<file path="src/rtl/switch_debounce_2ch_if.sv">
// Signal bundle between raw board switches and the two-channel debouncer.
// Edge-pulse signals exist only when DEBOUNCE_EDGE_EN is defined.
interface switch_debounce_2ch_if;
  logic sw_a;
  logic sw_b;
  logic a;
  logic b;
`ifdef DEBOUNCE_EDGE_EN
  logic a_edge;
  logic b_edge;

  modport master (output sw_a, output sw_b, input a, input b, input a_edge, input b_edge);
  modport slave  (input sw_a, input sw_b, output a, output b, output a_edge, output b_edge);
`else
  modport master (output sw_a, output sw_b, input a, input b);
  modport slave  (input sw_a, input sw_b, output a, output b);
`endif
endinterface

</file>
<file path="src/rtl/switch_debounce_2ch.sv">
// Two independent switch conditioners: 2-FF synchroniser plus counting debouncer per channel.
// Optional macro DEBOUNCE_EDGE_EN adds registered one-cycle change pulses a_edge/b_edge.
module switch_debounce_2ch #(
  parameter int DEBOUNCE_CYCLES = 50000,
  parameter int CNT_W           = 16
) (
  input  logic                  clk,
  input  logic                  rst_n,
  switch_debounce_2ch_if.slave  dbus
);

  typedef enum logic {
    ST_STABLE   = 1'b0,
    ST_COUNTING = 1'b1
  } state_t;

  localparam logic [CNT_W-1:0] LP_LAST     = CNT_W'(DEBOUNCE_CYCLES - 1);
  localparam bit               LP_ONE_SHOT = (DEBOUNCE_CYCLES == 1);

  if (DEBOUNCE_CYCLES < 1 || DEBOUNCE_CYCLES > (2**CNT_W) - 1) begin : g_cfg_err
    $error("switch_debounce_2ch: DEBOUNCE_CYCLES=%0d illegal for CNT_W=%0d",
           DEBOUNCE_CYCLES, CNT_W);
  end

  logic [1:0] w_sw;
  logic [1:0] w_out;
  assign w_sw   = {dbus.sw_b, dbus.sw_a};
  assign dbus.a = w_out[0];
  assign dbus.b = w_out[1];

`ifdef DEBOUNCE_EDGE_EN
  logic [1:0] w_edge;
  assign dbus.a_edge = w_edge[0];
  assign dbus.b_edge = w_edge[1];
`endif

  for (genvar ch = 0; ch < 2; ch++) begin : g_ch
    logic             r_s1, r_s2;
    state_t           r_state, w_state_nxt;
    logic [CNT_W-1:0] r_cnt, w_cnt_nxt;
    logic             r_out, w_out_nxt;
    logic             w_diff;

    // NOTE: sequential state uses non-blocking (<=) so every flop samples pre-edge values.
    always_ff @(posedge clk or negedge rst_n) begin
      if (!rst_n) begin
        r_s1 <= 1'b0;
        r_s2 <= 1'b0;
      end else begin
        r_s1 <= w_sw[ch];
        r_s2 <= r_s1;
      end
    end

    always_ff @(posedge clk or negedge rst_n) begin
      if (!rst_n) begin
        r_state <= ST_STABLE;
        r_cnt   <= '0;
        r_out   <= 1'b0;
      end else begin
        r_state <= w_state_nxt;
        r_cnt   <= w_cnt_nxt;
        r_out   <= w_out_nxt;
      end
    end

    assign w_diff = (r_s2 != r_out);

    always_comb begin
      // NOTE: defaults first so every path assigns every output; no latch can be inferred.
      w_state_nxt = r_state;
      w_cnt_nxt   = r_cnt;
      w_out_nxt   = r_out;
      unique case (r_state)
        ST_STABLE: begin
          w_cnt_nxt = '0;
          if (w_diff) begin
            if (LP_ONE_SHOT) begin
              w_out_nxt = r_s2;
            end else begin
              w_state_nxt = ST_COUNTING;
              w_cnt_nxt   = CNT_W'(1);
            end
          end
        end
        ST_COUNTING: begin
          if (!w_diff) begin
            w_state_nxt = ST_STABLE;
            w_cnt_nxt   = '0;
          end else if (r_cnt == LP_LAST) begin
            // Enough consecutive disagreeing samples: accept the new level.
            w_out_nxt   = r_s2;
            w_state_nxt = ST_STABLE;
            w_cnt_nxt   = '0;
          end else begin
            w_cnt_nxt = r_cnt + CNT_W'(1);
          end
        end
        default: begin
          w_state_nxt = ST_STABLE;
          w_cnt_nxt   = '0;
        end
      endcase
    end

    assign w_out[ch] = r_out;

`ifdef DEBOUNCE_EDGE_EN
    logic r_edge;
    always_ff @(posedge clk or negedge rst_n) begin
      if (!rst_n) r_edge <= 1'b0;
      else        r_edge <= (w_out_nxt != r_out);
    end
    assign w_edge[ch] = r_edge;
`endif
  end

endmodule

</file>
<file path="src/flat_wrapper.sv">
// flat-port wrapper written by rule: the top's interface ports become plain ports
module switch_debounce_2ch_flat 
#(
  parameter int DEBOUNCE_CYCLES = 50000,
  parameter int CNT_W           = 16
)
  (clk, rst_n, dbus_sw_a, dbus_sw_b, dbus_a, dbus_b);
  switch_debounce_2ch_if dbus_i ();
  input  logic clk;
  input  logic rst_n;
  input wire logic [$bits(dbus_i.sw_a)-1:0] dbus_sw_a;
  input wire logic [$bits(dbus_i.sw_b)-1:0] dbus_sw_b;
  output wire logic [$bits(dbus_i.a)-1:0] dbus_a;
  output wire logic [$bits(dbus_i.b)-1:0] dbus_b;
  assign dbus_i.sw_a = dbus_sw_a;
  assign dbus_i.sw_b = dbus_sw_b;
  assign dbus_a = dbus_i.a;
  assign dbus_b = dbus_i.b;
  switch_debounce_2ch #(.DEBOUNCE_CYCLES(DEBOUNCE_CYCLES), .CNT_W(CNT_W)) u_core (.clk(clk), .rst_n(rst_n), .dbus(dbus_i));
endmodule
</file>
<file path="config.mk">
export PLATFORM = sky130hd
export DESIGN_NAME = switch_debounce_2ch_flat
export DESIGN_NICKNAME = d
export VERILOG_FILES = /design/src/rtl/switch_debounce_2ch_if.sv /design/src/rtl/switch_debounce_2ch.sv /design/src/flat_wrapper.sv
export SDC_FILE = /design/constraint.sdc
export NUM_CORES = 1
export LEC_CHECK = 0
export CORE_MARGIN = 10
export CORE_UTILIZATION = 50
export DETAILED_ROUTE_END_ITERATION = 8
export PLACE_DENSITY = 0.79
export SYNTH_ARGS = -nofsm -noshare
export SYNTH_HDL_FRONTEND = slang
export SYNTH_SLANG_ARGS = --single-unit
</file>
<file path="constraint.sdc">
create_clock -name clk -period 2.4 [get_ports clk]
set_input_delay 0.48 -clock clk [delete_from_list [all_inputs] [get_ports clk]]
set_output_delay 0.48 -clock clk [all_outputs]
set_load 0.005 [all_outputs]
</file>
==> flow_metrics.tcl <==
set metrics [dict create \
    worstReg2RegStart "u_core.g_ch[0].r_cnt[7]$_DFF_PN0_" \
    n_antenna_cell 0 \
    place_congestion 0.759 \
    yosys_register_bits 40 \
    final_cell_area_um2 2080 \
    synth_edf_count 0 \
    die_w_um 82.0 \
    ys_top_cells_by_area "dfrtp_1 52%, xnor2_1 11%, nor2_1 6.1%" \
    grt_pass1_vias 1344 \
    maxCapViolCount 0 \
    initial_core_util_pct 52.1 \
    coreArea_um2 3690 \
    ys.flop_type "dfrtp_1" \
    drive_gt1_share_pct 11.0 \
    fin_crit_ns 1.85 \
    antenna_left 0 \
    drc_errors 0 \
    slew_headroom_pct 41.3 \
    layout-area-overhead-vs-synth_pct 8.07 \
    yosys_warnings 0 \
    syn_inst 181 \
    cp-end-kind "register" \
    nNetsFinal 197 \
    final_hold_viol_count 0 \
    multi_input_area_um2 848 \
    p_leak_nw 0.797 \
    p_total_mw 1.14 \
    setup_slack_ns 0.550 \
    reg2reg_depth 4 \
    pwr-share-comb_pct 3.7 \
    finClkSkew_ns 0.00702 \
    post-route-period-util_pct 77.1 \
    status "finished, final reports clean" \
    die_h_um 82.0 \
    first_pass_iters 4 \
    hp-class "input port to asynchronous set/reset pin" \
    ys_async_sr_fraction_pct 100 \
    overflow 0 \
    dp_cells 232 \
    hpwl_um 2330 \
    slew_viol_final 0 \
    synth_area_um2 1920 \
    path_class "register to register" \
    grt_antenna_before_repair 0 \
    r2r-end "u_core.dbus.a$_DFFE_PN0P_" \
    critPathLaunch "u_core.g_ch[0].r_cnt[7]$_DFF_PN0_" \
    numCtsBuffers 5 \
    grt_pass1_wl_um 6290 \
    post_cts_resized 0 \
    dp_slack_ns 0.558 \
    setup_violations 0 \
    hold_buffers 0 \
    cts_sinks 40 \
    synth_top_area_cell "dfrtp_1" \
    avgSynthCellArea_um2 10.6 \
    max_freq_mhz 540 \
    clk_pin_slew_worst_paths_ns 0.07 \
    yosysMostFrequentCell "dfrtp_1" \
    seq_power_share_pct 60.5 \
    cts_tree "built" \
    switching_power_mw 0.250 \
    netSwitchingFraction_pct 21.8 \
    grt_max_degree 41 \
    postCtsSetupRepairBufs 0 \
    utilization_pct 56.3 \
    num_vias 1287 \
    vias_per_cell 5.38 \
    grt_util_all_layers_pct 12.0 \
    synth-seq-area-share_pct 52.1 \
    p_clk_share_pct 35.8 \
    final_cell_count_no_fill 239 \
    dr.first_iter.drc_count 111 \
    rsz0062_at_grt "no" \
    ctsLongestPathBuffers 2 \
    syn-num-nets 187 \
    p_int_mw 0.895 \
    power.density_nw_per_um2 551 \
    cts_root_buffer "clkbuf_8" \
    place_area_um2 2000 \
    crit_fanout 5 \
    h-tree-depth 2 \
    cp.required_ns 2.58 \
    num-fill-cells 299 \
    regArea_um2 1000 \
    synth_cell_types 30 \
    synth_common_cells "40 x dfrtp_1, 31 x nor2_1, 25 x xnor2_1" \
    holdWs_ns 0.307 \
    ioPinCount 6 \
    tightestPinTransition_ns 0.881 \
    arrival_ns 2.03 \
    tns_ns 0 \
    clk_latency_ns 0.29 \
    drt-wirelength-per-cell_um 14.4 \
    reg2reg_slack_ns 0.55 \
    io_buffers 5 \
    row_count 22 \
    die_area_um2 6720 \
    start_kind "register" \
    synth_top_area_share_pct 52.1 \
    irDropWorstVdd_v 0.000169 \
    routed_wl_um 3450 \
]
[critical path: stages, from the launching register on]
cell and delay, ns:
dfrtp_1 0.45, or4b_1 0.57, nor4_2 0.27, nand2_1 0.14, mux2_4 0.31
[power groups by stage]
stage | sequential [mW] | combinational, mW | clock, mW
2_1_floorplan | 0.703 | 0.0252 | 0
3_3_place_gp | 0.704 | 0.0421 | 0
3_5_place_dp | 0.705 | 0.0429 | 0
4_1_cts | 0.692 | 0.0428 | 0.426
5_1_grt | 0.693 | 0.0485 | 0.461
6_report | 0.692 | 0.0421 | 0.410
[routing by layer]
| metal | GRT usage [%] | vias up | share of wire [%] |
|---|---|---|---|
| met4 | 8.16 | 0 | 2.5 |
| met2 | 17.0 | 25 | 48 |
| li1 | - | 631 | - |
| met5 | 0 | - | 0 |
| met3 | 2.84 | 7 | 3.6 |
| met1 | 15.9 | 624 | 46 |
[state kept, by name (all words and copies together), names as in the netlist]
name / count
u_core.dbus.a: 1
u_core.dbus.b: 1
u_core.g_ch.r_cnt: 32
u_core.g_ch.r_state: 2
u_core.g_ch.r_s1: 2
u_core.g_ch.r_s2: 2
[logic make-up after synthesis]
group	synth area share [%]
buf+inv	3.78
fa+ha+maj	1.30
mux	1.56
simple gates	27.6
flops	52.1
xor+xnor	13.7
[worst max-delay path by stage]
stage	to	slack [ns]	cells after the start
4_1_cts	u_core.dbus.a$_DFFE_PN0P_	0.54	4
2_1_floorplan	u_core.dbus.b$_DFFE_PN0P_	0.67	4
3_5_place_dp	u_core.dbus.a$_DFFE_PN0P_	0.56	4
3_3_place_gp	u_core.dbus.a$_DFFE_PN0P_	0.62	4
6_report	u_core.dbus.a$_DFFE_PN0P_	0.55	4
5_1_grt	u_core.g_ch[0].r_cnt[5]$_DFF_PN0_	0.46	6
[layout make-up]
cell class | count | area share (%)
clock buffers | 6 | 3.49
flip-flops and latches | 40 | 48.2
multi-input cells | 129 | 40.8
inverters | 8 | 1.45
repair buffers | 7 | 2.89
well taps | 48 | 2.89
clock inverters | 1 | 0.241
[cells in the final DEF (no fill, tap or decap), types with 5 or more instances in the layout]
cell	Yosys	routed
inv_1	8	8
xor2_1	5	5
nand4_1	8	8
nor2_1	31	31
xnor2_1	25	25
dfrtp_1	40	40
nor3_1	7	7
clkbuf_8	0	5
nor4_1	10	10
nand3_1	10	10
nand2_1	10	10
Note: power is estimated with default switching activity, not from simulation.
